### src/rtl/pwm_pkg.sv
// Shared definitions for the PWM duty-control blocks: compare width,
// sequencer state encoding and the requester-index width helper.
package pwm_pkg;

  localparam int PWM_WIDTH = 8;

  typedef enum logic {
    IDLE = 1'b0,
    RAMP = 1'b1
  } seq_state_e;

  // Index width for an n-way requester set; never narrower than one bit.
  function automatic int REQ_IDX_W(input int n);
    return (n > 1) ? $clog2(n) : 1;
  endfunction

endpackage

### src/rtl/rr_arbiter.sv
// Round-robin arbiter: combinational one-hot grant searched upward from the
// priority pointer; the pointer moves past the winner on each advance strobe.
module rr_arbiter
  import pwm_pkg::*;
#(
  parameter int N = 4
) (
  input  logic                    clk,
  input  logic                    rst,
  input  logic [N-1:0]            req_i,
  input  logic                    advance_i,
  output logic [N-1:0]            gnt_o,
  output logic [REQ_IDX_W(N)-1:0] gnt_idx_o
);

  localparam int IW = REQ_IDX_W(N);

  logic [IW-1:0] ptr_q;
  logic [IW-1:0] ptr_d;
  logic [IW-1:0] sel;
  logic          found;
  int            idx;

  // NOTE: every variable driven here gets a default first, so no path leaves it unassigned and no latch is inferred.
  always_comb begin
    gnt_o     = '0;
    gnt_idx_o = '0;
    found     = 1'b0;
    idx       = 0;
    sel       = '0;
    for (int k = 0; k < N; k++) begin
      idx = int'(ptr_q) + k;
      if (idx >= N) idx = idx - N;
      sel = IW'(idx);
      if (!found && req_i[sel]) begin
        gnt_o[sel] = 1'b1;
        gnt_idx_o  = sel;
        found      = 1'b1;
      end
    end
  end

  always_comb begin
    ptr_d = ptr_q;
    if (advance_i) begin
      ptr_d = (gnt_idx_o == IW'(N - 1)) ? '0 : gnt_idx_o + 1'b1;
    end
  end

  // NOTE: state registers use non-blocking assignments so every flop samples pre-edge values.
  always_ff @(posedge clk) begin
    if (rst) ptr_q <= '0;
    else     ptr_q <= ptr_d;
  end

endmodule

### src/rtl/pwm_duty_sequencer.sv
// Shared PWM duty controller: grants one requester at a time and ramps the
// compare value toward its target, changing it only on PWM period ticks.
module pwm_duty_sequencer
  import pwm_pkg::*;
#(
  parameter int WIDTH  = PWM_WIDTH,
  parameter int NREQ   = 4,
  parameter int STEP_W = 4
) (
  input  logic                       clk,
  input  logic                       rst,
  input  logic [NREQ-1:0]            req_valid_i,
  input  logic [NREQ*WIDTH-1:0]      req_duty_i,
  output logic [NREQ-1:0]            req_ready_o,
  input  logic [STEP_W-1:0]          step_i,
  input  logic                       period_tick_i,
  output logic [WIDTH-1:0]           duty_o,
  output logic [REQ_IDX_W(NREQ)-1:0] owner_o,
  output logic                       busy_o,
  output logic                       done_o
);

  localparam int IDX_W = REQ_IDX_W(NREQ);

  seq_state_e       state_q, state_d;
  logic [WIDTH-1:0] duty_q, duty_d;
  logic [WIDTH-1:0] target_q, target_d;
  logic [IDX_W-1:0] owner_q, owner_d;
  logic             done_q, done_d;

  logic [NREQ-1:0]  gnt;
  logic [IDX_W-1:0] gnt_idx;
  logic             transfer;
  logic [WIDTH-1:0] sel_duty;

  logic [WIDTH:0]   diff;
  logic [WIDTH:0]   mag;
  logic [WIDTH:0]   step_ext;
  logic [WIDTH:0]   move;
  logic [WIDTH-1:0] ramp_duty;

  rr_arbiter #(.N(NREQ)) u_arb (
    .clk       (clk),
    .rst       (rst),
    .req_i     (req_valid_i),
    .advance_i (transfer),
    .gnt_o     (gnt),
    .gnt_idx_o (gnt_idx)
  );

  assign transfer = |(req_valid_i & req_ready_o);
  assign sel_duty = req_duty_i[gnt_idx*WIDTH +: WIDTH];

  // Signed distance in WIDTH+1 bits; the step is clamped to its magnitude
  // so the ramp can never overshoot or wrap past either rail.
  assign diff      = {1'b0, target_q} - {1'b0, duty_q};
  assign mag       = diff[WIDTH] ? (~diff + 1'b1) : diff;
  assign step_ext  = (WIDTH+1)'(step_i);
  assign move      = ((step_i == '0) || (step_ext >= mag)) ? mag : step_ext;
  assign ramp_duty = diff[WIDTH] ? (duty_q - move[WIDTH-1:0])
                                 : (duty_q + move[WIDTH-1:0]);

  always_ff @(posedge clk) begin
    if (rst) begin
      state_q  <= IDLE;
      duty_q   <= '0;
      target_q <= '0;
      owner_q  <= '0;
      done_q   <= 1'b0;
    end else begin
      state_q  <= state_d;
      duty_q   <= duty_d;
      target_q <= target_d;
      owner_q  <= owner_d;
      done_q   <= done_d;
    end
  end

  always_comb begin
    state_d  = state_q;
    duty_d   = duty_q;
    target_d = target_q;
    owner_d  = owner_q;
    done_d   = 1'b0;
    unique case (state_q)
      IDLE: begin
        if (transfer) begin
          target_d = sel_duty;
          owner_d  = gnt_idx;
          if (sel_duty != duty_q) state_d = RAMP;
          else                    done_d  = 1'b1;
        end
      end
      RAMP: begin
        if (period_tick_i) begin
          duty_d = ramp_duty;
          if (ramp_duty == target_q) begin
            state_d = IDLE;
            done_d  = 1'b1;
          end
        end
      end
      default: state_d = IDLE;
    endcase
  end

  // Grants are offered only while idle and out of reset.
  always_comb begin
    req_ready_o = gnt & {NREQ{(state_q == IDLE) && !rst}};
    busy_o      = (state_q == RAMP);
    duty_o      = duty_q;
    owner_o     = owner_q;
    done_o      = done_q;
  end

endmodule

### config.mk
export PLATFORM = sky130hd
export DESIGN_NAME = pwm_duty_sequencer
export DESIGN_NICKNAME = d
export VERILOG_FILES = /design/src/rtl/pwm_pkg.sv /design/src/rtl/rr_arbiter.sv /design/src/rtl/pwm_duty_sequencer.sv
export SDC_FILE = /design/constraint.sdc
export NUM_CORES = 1
export LEC_CHECK = 0
export ABC_AREA = 1
export CORE_AREA = 2 2 90 92
export DETAILED_ROUTE_END_ITERATION = 8
export DIE_AREA = 0 0 92 94
export MAX_ROUTING_LAYER = met4
export SLEW_MARGIN = 20
export SYNTH_ARGS = -nofsm -noshare
export SYNTH_HDL_FRONTEND = slang
export SYNTH_SLANG_ARGS = --single-unit
### constraint.sdc
create_clock -name clk -period 9.65 [get_ports clk]
set_clock_uncertainty 0.1 [all_clocks]
set_input_delay 1.93 -clock clk [delete_from_list [all_inputs] [get_ports clk]]
set_output_delay 1.93 -clock clk [all_outputs]
set_load 0.02 [all_outputs]
; ---- Word-level counts from Yosys, hierarchy flattened
; Cells that the tools add are included.
[totals]
ff_bits = 22
n_memories = 0
inputBits = 43
latchBits = 0
ramBits = 0
out_inout_bits = 16
word_cells = 104
mem_bits_ro = 0
[classes]
mux = 45
n_bitwise = 7
n_shift = 1
n_mul = 0
reduce_logical = 17
add_sub_neg = 12
div_mod_pow = 0
eq_ne = 3
magnitude_cmp = 13
[ops]
columns = cell, n
row1 = indexed part select 32 x 6 -> 8 bit, 1
row2 = 2-to-1 mux 1 bit, 19
row3 = 2-to-1 mux 2 bit, 9
row4 = 2-to-1 mux 4 bit, 4
row5 = 2-to-1 mux 8 bit, 2
row6 = < comparator 2 x 3 -> 1 bit (second input constant), 4
row7 = bitwise OR 4 bit, 3
row8 = adder 9 x 1 -> 9 bit (second input constant), 1
row9 = greater-or-equal comparator 3 bit (second input constant), 3
row10 = greater-or-equal comparator 4 x 9 -> 1 bit, 1
row11 = 2-to-1 mux 9 bit, 1
row12 = NOT 9 bit, 1
row13 = subtractor 8 x 8 -> 9 bit, 1
row14 = adder 8 bit, 1
row15 = bitwise AND 4 bit, 2
row16 = binary-select mux 1 bit (select 2 bit), 4
row17 = demux 1 bit (select 2 bit), 4
row18 = equality test 8 bit, 1
row19 = greater-or-equal comparator 2 x 1 -> 1 bit (second input constant), 4
row20 = logical AND 1 bit, 8
row21 = inequality test 8 bit, 1
row22 = subtractor 2 x 1 -> 2 bit (second input constant), 4
row23 = subtractor 8 bit, 1
row24 = adder 2 x 2 -> 3 bit (second input constant), 2
row25 = 11 further kinds, 16

; ---- Depth between registers and ports, before layout
; Gate-level depths: netlist of run 1.
[logic_depth]
word_depth = 19
ltp_mapped = 44
depth_no_buf = 43

; ---- Hierarchy
; A second synthesis of run 1 with hierarchy kept.
[unflattened]
hier_cells = 502
area_unflattened_um2 = 3109.2
[by_module_without_submodules]
columns = mod, area_per_inst_um2, cells_per_inst, instances, seq_area_each_um2
row1 = pwm_duty_sequencer, 2498.6, 401, 1, 400.4
row2 = rr_arbiter, 610.6, 101, 1, 40.0

; ---- Worst setup path after synthesis of run 1
; Ideal clock, no wire load.
[synth_timing]
kind = input to register
start = input step_i[0]
end = register state_q (netlist: busy_o)
slack_ps = 4233
required_ps = 9441
path_stages = 29
arrival_time_ps = 5208
setup_time_ps = 109
n_path_buf = 0
path_cell_list = inv_1 -> ha_1 -> inv_1 -> nand2_1 -> a21oi_1 -> o21bai_1 -> a21oi_1 -> a21oi_1 -> nand2_1 -> nor2_1 -> nand2_2 -> nand2_4 -> nand2_1 -> nand2_2 -> inv_1 -> nand2_1 -> xor2_1 -> inv_1 -> fa_1 -> o21ai_0 -> a21oi_1 -> o21ai_0 -> xnor2_1 -> or2_2 -> o2111ai_1 -> a211oi_1 -> nand3_2 -> nand2_1 -> inv_1
[synth_between]
elab_chain_cells = 9
word_cells_on_any_way = 11
classes_between = 2 x add/sub / 1 x order compare / 1 x eq/ne / 5 x mux / 2 x reduce/logical
[synth_rtl]
columns = item, line_no
row1 = "start, declared", pwm_duty_sequencer.sv:15  ; input logic [STEP_W-1:0] step_i,
row2 = greater-or-equal comparator 4 x 9 -> 1 bit or zero test 4 bit (tied branches), pwm_duty_sequencer.sv:59  ; assign move = ((step_i == '0) || (step_ext >= mag)) ? mag : step_ext;
row3 = logical OR 1 bit, pwm_duty_sequencer.sv:59
row4 = 2-to-1 mux 8 bit (*), pwm_duty_sequencer.sv:59
row5 = adder 8 bit or subtractor 8 bit (tied branches), "pwm_duty_sequencer.sv:61, pwm_duty_sequencer.sv:60"
row6 = 2-to-1 mux 8 bit (*), pwm_duty_sequencer.sv:60  ; assign ramp_duty = diff[WIDTH] ? (duty_q - move[WIDTH-1:0])
row7 = equality test 8 bit (*), pwm_duty_sequencer.sv:97  ; if (ramp_duty == target_q) begin
row8 = 2-to-1 mux 1 bit (*), pwm_duty_sequencer.sv:97
row9 = 2-to-1 mux 1 bit (*), pwm_duty_sequencer.sv:95  ; if (period_tick_i) begin
row10 = one-hot mux 1 bit (2 select lines) (*), pwm_duty_sequencer.sv:85  ; unique case (state_q)
row11 = "end signal, assigned", pwm_duty_sequencer.sv:71  ; state_q <= state_d;
row12 = "end, declared", pwm_duty_sequencer.sv:25  ; seq_state_e state_q, state_d;
; Mark *: on every way between the ends. The rest lies on a longest branch, timed or not.
; A chain may end at the register's enable or synchronous reset.

; ---- Worst setup path after layout of run 1
[layout_timing]
start = input req_valid_i[3]
end = output req_ready_o[0]
[layout_between]
elab_chain_cells = 13
word_cells_on_any_way = 25
classes_between = 15 x mux / 4 x bitwise / 6 x reduce/logical
[layout_rtl]
columns = item, line_no
row1 = "start, declared", pwm_duty_sequencer.sv:12  ; input logic [NREQ-1:0] req_valid_i,
row2 = binary-select mux 1 bit (select 2 bit), rr_arbiter.sv:35  ; if (!found && req_i[sel]) begin
row3 = 2-to-1 mux 1 bit (implied by the code), rr_arbiter.sv:35
row4 = 2-to-1 mux 1 bit, rr_arbiter.sv:35
row5 = zero test 1 bit, rr_arbiter.sv:35
row6 = logical AND 1 bit, rr_arbiter.sv:35
row7 = 2-to-1 mux 1 bit, rr_arbiter.sv:35
row8 = zero test 1 bit, rr_arbiter.sv:35
row9 = logical AND 1 bit, rr_arbiter.sv:35
row10 = 2-to-1 mux 1 bit, rr_arbiter.sv:35
row11 = zero test 1 bit, rr_arbiter.sv:35
row12 = logical AND 1 bit, rr_arbiter.sv:35
row13 = 2-to-1 mux 4 bit (*), rr_arbiter.sv:35
row14 = bitwise AND 4 bit (*), pwm_duty_sequencer.sv:109  ; req_ready_o = gnt & {NREQ{(state_q == IDLE) && !rst}};
row15 = "end, declared", pwm_duty_sequencer.sv:14  ; output logic [NREQ-1:0] req_ready_o,
; Mark *: on every way between the ends. The rest lies on a longest branch, timed or not. The select of a mux whose other input is x is not followed.

==> results.toml, run 1 <==
[floorplan]
initial_utilization = 0.394
dieArea_um2 = 8650
fp.dieH_um = 94
chipWidth_um = 92
core_area_um2 = 7610
num_rows = 32
io_pins = 59

[timing]
hold_violations = 0
final.min_clock_period_ns = 6.13
slew_violations = 0
setup_tns_ns = 0
slew_headroom = 0.426
post-route-period-util = 0.635
max_freq_mhz = 163
worstMarginPinSlew_ns = 0.858
setup_viol = 0
rsz0062_at_grt = "false"

[worst_setup_path]
critPathArrivalTime_ns = 4.10
cp_slowest_cell = "clkdlybuf4s50_1"
crit_type = "input pin to output pin"
max_stage_delay_ns = 0.53
end_kind = "output pin"
cp_cell_sequence = "clkdlybuf4s50_1 -> nand2_1 -> nand2_1 -> nand2_2 -> nand2_4 -> inv_1 -> nand2_1 -> o22ai_1 -> a31oi_1 -> o21ai_0 -> nand2_1 -> inv_1 -> clkdlybuf4s50_1"
cp_common_cell = "nand2_1"
crit_fanout = 7
required_ns = 7.62
worstRegToRegCells = 39
cp-start-kind = "input pin"

[clocking]
postCtsSetupRepairBufs = 0
root_buffer = "clkbuf_8"
clock_path_buffers = 2
numCtsBuffers = 3
cts_max_level = 1
clk_pin_slew_ns = 0.09
cts_resized = 0
ctsHoldBuffers = 0
cts_tree = "built"
clkLatencyLatePin_ns = 0.26
clock_sinks = 22

[global_routing]
track_usage = 0.205
grt_max_degree = 24
grt_pass1_wl_mm = 14.4
overflow = 0
grt_pass1_vias = 3104
antenna_found_initial = 0

[route]
viasPerCell = 4.94
drc = 0
detail-route-antenna-nets = 0
wl_per_cell_um = 12.7
drt_iter0_markers = 137
drt-pass1-iter-count = 4
num_vias = 3220
wl_mm = 8.30

[synthesis]
synth_xor_xnor_area_share = 0.0527
syn_nets = 571
ys_seq_area_frac = 0.147
synth_warnings = 0
synth-seq-cells = 22
synth-compound-area-share = 0.173
yosys.area_share.adder = 0.130
syn_inst = 498
ys_types = 42
yosys.area_share.simple = 0.378
synthMuxAreaShare = 0
syn_area_um2 = 2990
syn-mean-instance-area_um2 = 6.01
synth_top_family_by_area = "simple AND/OR/NAND/NOR gates"

[finish]
antennaDiodeCount = 0
syn_to_final_growth_pct = 23.5
layout_commonest_cell = "nand2_1"
nets = 624
layout_common_cells = "163 x nand2_1, 74 x inv_1, 58 x clkdlybuf4s50_1"
nFillCells = 835
ff_latch_area_um2 = 440
multi_input_area_um2 = 2200
drive_gt1_frac = 0.0818

[min_path]
holdCritPathClass = "flop to flop"
hold_depth = 2

[place]
hpwl_mm = 6.87
port_buffers = 58
gp_congestion = 0.941

[job]
drv_cap = 0

[outcome]
status = "complete, no violations"
==> flip-flops by register name, indices dropped and copies added, names as in the netlist <==
register	cells
busy_o	1
done_o	1
duty_o	8
u_arb.ptr_q	2
target_q	8
owner_o	2
==> cell usage after synthesis, drive strengths merged <==
library cell  count  area [um^2]
o22ai             3         18.8
a211oi            1         7.51
buf               5         40.0
inv              78          298
and2              1         8.76
nand3b            2         15.0
o21ai            32          168
xnor2             7         61.3
o211ai            6         65.1
fa                2         40.0
dfxtp            22          440
nor2             22          118
o221ai            1         8.76
nor3              2         15.0
nand3            41          215
a2111oi           1         8.76
clkbuf            5         18.8
ha               28          350
o211a             1         10.0
a31oi             5         31.3
nand2           179          722
o2111ai           1         8.76
xor2             11         96.3
o21bai            2         15.0
or2               3         18.8
a21oi            32          160
nand4             3         18.8
o21a              1         7.51
o2bb2ai           1         8.76
==> worst max-delay path, delay by kind of cell <==
family,cells,cell delay [ns]
AOI/OAI and AO/OA,3,0.34
and+or+nand+nor,6,0.65
buffers and inverters,4,1.17
==> per-layer routing <==
metal	part of all wire	wire length, um	GRT usage
met2	0.46	3830	0.364
met3	0.032	266	0.0193
met1	0.50	4150	0.262
met4	0.0057	47	0.0286
met5	0	0	-
==> kinds of logic (layout without fill, tap and decap cells) <==
family          count (synthesis)  count (layout)
compound gates                 87              87
simple gates                  253             253
buf+inv                        88             140
fa+ha+maj                      30              30
xor+xnor                       18              18
flops                          22              22
==> through the flow <==
stage / hold slack, ns / utilization / instances / setup WS (ns) / cell area [um^2]
global placement: 0.426 / 0.479 / 648 / 3.53 / 3640
finish: 0.452 / 0.486 / 652 / 3.52 / 3700
detailed placement: 0.445 / 0.479 / 648 / 3.47 / 3640
global route: 0.501 / 0.486 / 652 / 3.14 / 3700
CTS: 0.463 / 0.486 / 652 / 3.55 / 3700
floorplan: 0.361 / - / 498 / 4.23 / 2990
==> path summary, 6_finish.rpt <==
kind / startpoint / endpoint / slack [ns]
worst min register to register: target_q[7] / target_q[7] / 0.45
worst min-delay path: target_q[7] / target_q[7] / 0.45
worst max-delay path: req_valid_i[3] / req_ready_o[0] / 3.52
worst max register to register: duty_o[1] / busy_o / 3.73
==> cell type report <==
| class | count | share of cell area |
|---|---|---|
| well taps | 102 | 0.0345 |
| inverters | 78 | 0.0805 |
| multi-input cells | 388 | 0.594 |
| repair buffers | 58 | 0.157 |
| flip-flops and latches | 22 | 0.119 |
| clock buffers | 4 | 0.0149 |
Power of run 1 is not shown: default switching activity piles up to over one toggle a cycle in this logic, so the estimate is an artifact.
==> inputs of run 2 (changes only) <==
clock period = 5.7 ns   (was 9.65 ns; I/O delays follow)
==> run 2 against run 1 <==
Compared with the run above: count of clock-buffer cells in the layout down 1; critical path type is now flop to flop; first-iteration DRC count decreased by 16%; highest routed layer unchanged; sequential cell count stayed put.
==> results.toml, run 2 (synthesis results as in run 1) <==
[outcome]
status = "complete, no violations"

[timing]
setup_tns_ns = 0
slew_violations = 0
final.min_clock_period_ns = 5.31
max_freq_mhz = 188
worstMarginPinSlew_ns = 0.902
slew_headroom = 0.397
hold_violations = 0
post-route-period-util = 0.931
setup_viol = 0

[clocking]
clock_path_buffers = 2
numCtsBuffers = 3
clock_sinks = 22
ctsHoldBuffers = 0
clk_pin_slew_ns = 0.08
cts_tree = "built"
clkLatencyLatePin_ns = 0.26
root_buffer = "clkbuf_8"
cts_max_level = 1

[worst_setup_path]
required_ns = 5.77
cp_slowest_cell = "fa_2"
cp-start-kind = "flop"
crit_type = "flop to flop"
end_kind = "flop"
crit_fanout = 5
cp_common_cell = "nand2_1"
max_stage_delay_ns = 0.59
critPathArrivalTime_ns = 5.38
cp_top_family = "adder cells"
path_buf_inv = 6

[global_routing]
track_usage = 0.208
antenna_found_initial = 0
grt_pass1_wl_mm = 14.4
grt_max_degree = 24
grt_pass1_vias = 3085
overflow = 0

[route]
drt-pass1-iter-count = 4
num_vias = 3250
drt_iter0_markers = 115
wl_per_cell_um = 13.0
drc = 0
wl_mm = 8.68
viasPerCell = 4.88
detail-route-antenna-nets = 0

[finish]
multi_input_area_um2 = 2260
antennaDiodeCount = 0
nets = 639
syn_to_final_growth_pct = 29.3
layout_common_cells = "161 x nand2_1, 72 x inv_1, 58 x clkdlybuf4s50_1"
drive_gt1_frac = 0.142
nFillCells = 787
ff_latch_area_um2 = 447
layout_commonest_cell = "nand2_1"
final_cells = 666
fin_util = 0.509

[floorplan]
dieArea_um2 = 8650
core_area_um2 = 7610
num_rows = 32
initial_utilization = 0.394
fp.dieH_um = 94
io_pins = 59
chipWidth_um = 92

[min_path]
holdCritPathClass = "flop to flop"

[place]
port_buffers = 58
placed_cells = 655
gp_congestion = 0.869
hpwl_mm = 7.13

[job]
drv_cap = 0
==> run 2: changes by cell type in the layout (fill, tap and decap cells not counted), moves of 2 or more <==
cell / delta
a21oi_1: -4
a21oi_2: +4
buf_4: +15
dfxtp_1: -5
dfxtp_2: +5
inv_1: -2
nand2_1: -2
nor2_1: -2
o21ai_0: -2
==> run 2: final timing paths <==
| check | depth (start not counted) | slack (ns) | from | end |
|---|---|---|---|---|
| max | 39 | 0.39 | target_q[0] | busy_o |
| min | 2 | 0.45 | owner_o[1] | owner_o[1] |
| max reg2reg | 39 | 0.39 | target_q[0] | busy_o |
| min reg2reg | 2 | 0.45 | owner_o[1] | owner_o[1] |
==> run 2: what timing repair did <==
action                     CTS  global route
buffers inserted             0             8
gates resized for setup      0            27
setup endpoints to repair    0             3
==> run 2: per-stage QoR <==
step                setup slack, ns  cell area, um^2  hold WS, ns
floorplan                     0.395             2990        0.361
global placement              0.245             3700        0.427
detailed placement            0.175             3700        0.435
CTS                           0.131             3740        0.458
global route                -0.0325             3870        0.491
finish                        0.393             3870        0.454
==> run 2: layout make-up <==
cell class              count  share of cell area
inverters                  78              0.0775
multi-input cells         388               0.584
well taps                 102              0.0330
clock buffers               3              0.0107
flip-flops and latches     22               0.115
repair buffers             73               0.179
==> run 2: worst reg2reg max path, delay by kind of cell, from the launching register on <==
| kind | cells | cell delay, ns |
|---|---|---|
| AO/OA/AOI/OAI | 7 | 0.89 |
| XOR/XNOR | 4 | 0.65 |
| adder cells (fa/ha/maj) | 5 | 1.56 |
| buffers and inverters | 6 | 0.31 |
| flip-flops | 1 | 0.33 |
| AND/OR/NAND/NOR | 17 | 1.37 |
==> run 2: metal layers <==
metal | GRT usage | vias to the layer above | wire length (um) | share of wire
met5 | - | - | 0 | 0
li1 | - | 1734 | - | -
met4 | 0.0323 | 0 | 63 | 0.0073
met2 | 0.359 | 82 | 3930 | 0.45
met3 | 0.0233 | 6 | 411 | 0.047
met1 | 0.268 | 1428 | 4280 | 0.49
Power of run 2 is left out for the same reason.
==> RTL edit 1 (flow settings as in run 2) <==
Change the package constant `PWM_WIDTH` from 8 to 9.
--- a/src/rtl/pwm_pkg.sv
+++ b/src/rtl/pwm_pkg.sv
@@ -4,3 +4,3 @@
 
-  localparam int PWM_WIDTH = 8;
+  localparam int PWM_WIDTH = 9;
 
Interface: changed (resized duty_o and req_duty_i); port bits go from 59 to 64. No check against the original RTL was run, so the function may have changed too.
==> RTL edit 1 against run 2 <==
  * First-iteration DRC count is 51% higher
  * Fmax is 6.0% lower
  * Design area is 22% higher
  * Non-clock buffer count is 41 higher
  * Routed wire length is 17% higher
  * Sequential share of layout area is 1.0 points lower
  * Synthesized area is 11% higher
  * Worst hold slack better by 0.0064 ns
  * Worst setup slack worse by 0.34 ns
  * Global-route usage is 3.3 points higher
  * Sequential cell count is 2 higher
Power is left out: the tool's default activity adds up to more than one toggle a clock period on the data nets, which glitch-free logic cannot reach.
==> RTL edit 1: results (changes against run 2) <==
syn_nets: 644  # +13%
grt_usage: 0.241  # +0.0330
yosys_warnings: 0  # unchanged
clk_latency_ns: 0.28  # +0.02 ns
n_fill_cell: 751  # -4.6%
ys_seq_area_frac: 0.145  # -0.00208
hold_path_end: "target_q[5]"
grt_pass1_vias: 3591  # +16%
portBuffers: 63  # +8.6%
r2r_end: "busy_o"
clk_path_buf_depth: 2  # unchanged
clkTransAtPathRegs_ns: 0.09
rrSetupSlack_ns: 0.05  # -0.34 ns
gp_congestion: 0.898  # +3.4%
dpl.hpwl_mm: 8.17  # +15%
hold_depth: 2  # unchanged
slowest_stage: "fa_2"
netlist_top_cells_count: "nand2_1 (187), inv_1 (80), nand3_1 (54), a21oi_1 (35), nor2_1 (32)"
cts-htree-levels: 1  # unchanged
drive_gt1_frac: 0.190  # +0.0483
rr_worst_depth: 39  # unchanged
synthDistinctLibCells: 42  # unchanged
holdCritPathClass: "reg -> reg"
cp_data_arrival_time_ns: 5.72  # +0.34 ns
antenna_found_initial: 0  # unchanged
synthArstFlopShare: 0  # unchanged
relSlewSlack: 0.549  # +0.152
vias: 3814  # +17%
firstDrtPassIters: 5  # +1
r2r_start: "target_q[0]"
drt-initial-drc-count: 174  # +51%
nets: 753  # +18%
cts_made_buffers: 3  # unchanged
hold_path_startpoint: "target_q[5]"
ys.flop_type: "dfxtp_1"
grt_max_degree: 28  # +17%
slowest_delay_ns: 0.52  # -0.07 ns
detail_route.wl_per_cell_um: 13.1  # +0.44%
grt_first_pass_wirelength_mm: 16.6  # +15%
netlist_top_cells_area: "nand2_1 (21%), dfxtp_1 (15%), ha_1 (11%)"
status: "finished clean"
diodes: 0  # unchanged
cp_max_fo: 6  # +1
cts-root-buf: "clkbuf_8"
==> RTL edit 1: cell types whose count changed in the layout (fill, tap and decap cells not counted), sizes merged, moves of 11 or more <==
cell and change:
buf +36, inv +11, nand2 +15, nand3 +13
nor2 +15
==> RTL edit 1: cell families (layout without fill, tap and decap cells) <==
group / after synthesis / count (layout) / share of synthesized area
and+or+nand+nor: 297 / 297 / 0.389
buffers and inverters: 100 / 208 / 0.122
AOI/OAI and AO/OA: 89 / 89 / 0.157
DFF: 24 / 24 / 0.145
xor gates and xnor gates: 23 / 23 / 0.0608
adders and majority gates: 32 / 32 / 0.125
==> RTL edit 1: per-layer routing <==
| layer | vias to the layer above | wire length [um] | track usage |
|---|---|---|---|
| met5 | - | 0 | - |
| met4 | 0 | 8 | 0.0112 |
| met3 | 2 | 300 | 0.0209 |
| met2 | 63 | 4790 | 0.406 |
| met1 | 1727 | 5040 | 0.333 |
| li1 | 2022 | - | - |
==> RTL edit 1: worst max-delay path by stage <==
stage | start | endpoint | cells after the start
6_report | target_q[0] | busy_o | 39
5_1_grt | target_q[0] | busy_o | 39
4_1_cts | target_q[0] | busy_o | 39
3_5_place_dp | step_i[0] | busy_o | 31
3_3_place_gp | step_i[0] | busy_o | 35
2_1_floorplan | duty_o[3] | busy_o | 46
==> RTL edit 1: per-stage QoR <==
stage	setup slack [ns]	cell area, um2	setup TNS, ns	instances	hold WS (ns)
2_1_floorplan	0.0347	3320	0	565	0.397
3_3_place_gp	-0.161	4350	-0.377	764	0.437
3_5_place_dp	-0.378	4350	-0.928	764	0.439
4_1_cts	0.00169	4500	0	770	0.456
5_1_grt	-0.260	4720	-0.692	775	0.501
6_report	0.0532	4720	0	775	0.461
==> RTL edit 1: worst max-delay path: cells and delay by family (launching register included) <==
kind | cells | cell delay [ns]
xor gates and xnor gates | 1 | 0.27
adders and majority gates | 6 | 1.67
buffers and inverters | 6 | 0.46
DFF | 1 | 0.34
and+or+nand+nor | 16 | 1.43
AOI/OAI and AO/OA | 10 | 1.26
==> RTL edit 1: repair_timing <==
| action | in CTS | in global routing |
|---|---|---|
| buffers inserted | 2 | 5 |
| gates cloned | 0 | 0 |
| pin swaps | 8 | 21 |
| resized for setup | 16 | 31 |
| endpoints found under the setup margin | 3 | 4 |
==> RTL edit 1: cell type report <==
cell class,count,area (um2),area share
Clock buffer,3,41.3,0.00876
Clock inverter,1,30.0,0.00637
Inverter,90,340,0.0722
Multi-Input combinational cell,441,2670,0.565
Sequential cell,24,497,0.105
Tap cell,102,128,0.0271
Timing Repair Buffer,114,1010,0.215
==> RTL edit 2 (config.mk and constraints of run 2) <==
Without the edit above. Reset style: asynchronous (`rst`), changed in 2 clocked blocks.
--- a/src/rtl/rr_arbiter.sv
+++ b/src/rtl/rr_arbiter.sv
@@ -50,3 +50,3 @@
   // NOTE: state registers use non-blocking assignments so every flop samples pre-edge values.
-  always_ff @(posedge clk) begin
+  always_ff @(posedge clk or posedge rst) begin
     if (rst) ptr_q <= '0;
--- a/src/rtl/pwm_duty_sequencer.sv
+++ b/src/rtl/pwm_duty_sequencer.sv
@@ -62,3 +62,3 @@
 
-  always_ff @(posedge clk) begin
+  always_ff @(posedge clk or posedge rst) begin
     if (rst) begin
Formal check against the unedited RTL: differs if rst is asserted again (counterexample within 4 cycles, from zero or initial values and one cycle with rst high); with rst held inactive, the same outputs for 4 cycles.
==> RTL edit 2 against run 2 <==
  * Die area is the same
  * Sequential share of layout area grew 1.9 points
  * Synthesized area rose by 3.1%
  * First-iteration DRC count rose by 35%
  * Worst setup slack worse by 0.033 ns
  * Largest cell class unchanged
  * Critical path type unchanged
  * Cell count increased by 4.2%
  * Synthesized cell count increased by 3.2%
  * Design area rose by 5.8%
  * Routed wire length grew 6.7%
  * Sequential cell count is the same
Power is left out: the tool's default activity adds up to more than one toggle a clock period on the data nets, which glitch-free logic cannot reach.
==> RTL edit 2: results (changes against run 2) <==
drt-initial-drc-count: 155  # +35%
drive_gt1_frac: 0.123  # -0.0185
slowest_delay_ns: 0.46  # -0.13 ns
firstDrtPassIters: 4  # unchanged
via_per_inst: 5.08  # +4.1%
synthDistinctLibCells: 40  # -4.8%
cts-htree-levels: 1  # unchanged
gp_congestion: 0.936  # +7.7%
crit_family: "simple AND/OR/NAND/NOR gates"
holdCritPathClass: "reg -> reg"
ys.flop_type: "dfrtp_1"
yosys_warnings: 0  # unchanged
cts-root-buf: "clkbuf_8"
grt_first_pass_wirelength_mm: 15.7  # +8.6%
netlist_top_cells_area: "nand2_1 (24%), dfrtp_1 (18%), ha_1 (12%)"
antenna_found_initial: 0  # unchanged
dpl_cell_area_um2: 3860  # +4.5%
relSlewSlack: 0.423  # +0.0257
nets: 667  # +4.4%
portBuffers: 58  # unchanged
slowest_stage: "fa_2"
totalWireLength_mm: 9.26  # +6.7%
status: "finished clean"
cp_data_arrival_time_ns: 5.40  # +0.02 ns
dpl.hpwl_mm: 7.77  # +9.0%
grt_max_degree: 23  # -4.2%
clk_latency_ns: 0.26  # about the same
netlist_top_cells_count: "nand2_1 (200), inv_1 (69), nand3_1 (40), o21ai_0 (31), ha_1 (29)"
diodes: 0  # unchanged
syn_nets: 588  # +3.0%
grt_usage: 0.229  # +0.0214
slew_viol_final: 0  # unchanged
clkTransAtPathRegs_ns: 0.08  # about the same
n_fill_cell: 810  # +2.9%
grt_pass1_vias: 3370  # +9.2%
clk_path_buf_depth: 2  # unchanged
cp_max_fo: 9  # +4
ys_seq_area_frac: 0.178  # +0.0313
synthArstFlopShare: 1.00  # +1.00
[RTL edit 2: through the flow]
stage	std cells	utilization	setup WS [ns]	setup TNS, ns
after floorplan	514	-	0.109	0
after global placement	682	0.508	0.191	0
after detailed placement	682	0.508	0.0660	0
after CTS	686	0.515	0.0294	0
after global routing	694	0.538	-0.0304	-0.0304
final	694	0.538	0.359	0
[RTL edit 2: timing repair]
item / in CTS / in global routing
endpoints found under the setup margin: 0 / 5
endpoints found under the hold margin: 0 / 0
gates resized for setup: 0 / 34
buffers inserted: 0 / 8
[RTL edit 2: path summary, 6_finish.rpt]
check	slack, ns	start	end	cells after the start
max reg2reg	0.36	duty_o[7]	busy_o	32
min reg2reg	0.38	owner_o[1]	owner_o[1]	2
min in group asynchronous	1.28	rst	owner_o[1]	2
min	0.38	owner_o[1]	owner_o[1]	2
max in group asynchronous	3.69	rst	u_arb.ptr_q[0]	2
max	0.36	duty_o[7]	busy_o	32
[RTL edit 2: kinds of logic (layout without fill, tap and decap cells)]
logic type               count (synthesis)  count (layout)  share of synthesized area
AO/OA/AOI/OAI                           66              66                      0.128
XOR/XNOR                                17              17                     0.0482
adder cells (fa/ha/maj)                 31              31                      0.131
buffers and inverters                   82             160                      0.107
flip-flops                              22              22                      0.178
AND/OR/NAND/NOR                        296             296                      0.408
[RTL edit 2: layout make-up]
class | instances | area [um2] | share of cell area
inverters | 75 | 284 | 0.0694
flip-flops and latches | 22 | 551 | 0.134
well taps | 102 | 128 | 0.0312
clock buffers | 4 | 55.1 | 0.0134
multi-input cells | 410 | 2320 | 0.566
repair buffers | 81 | 761 | 0.186
[RTL edit 2: metal layers]
| layer | vias to the layer above | global-route usage | routed length [um] |
|---|---|---|---|
| met2 | 81 | 0.395 | 4510 |
| met4 | 0 | 0.0684 | 215 |
| met5 | - | - | 0 |
| met1 | 1621 | 0.288 | 4200 |
| li1 | 1805 | - | - |
| met3 | 20 | 0.0193 | 335 |
[RTL edit 2: worst min-delay path: cells and delay by family (launching register included)]
family | cells | cell delay (ns)
flops | 1 | 0.35
compound gates | 1 | 0.05
simple gates | 1 | 0.05
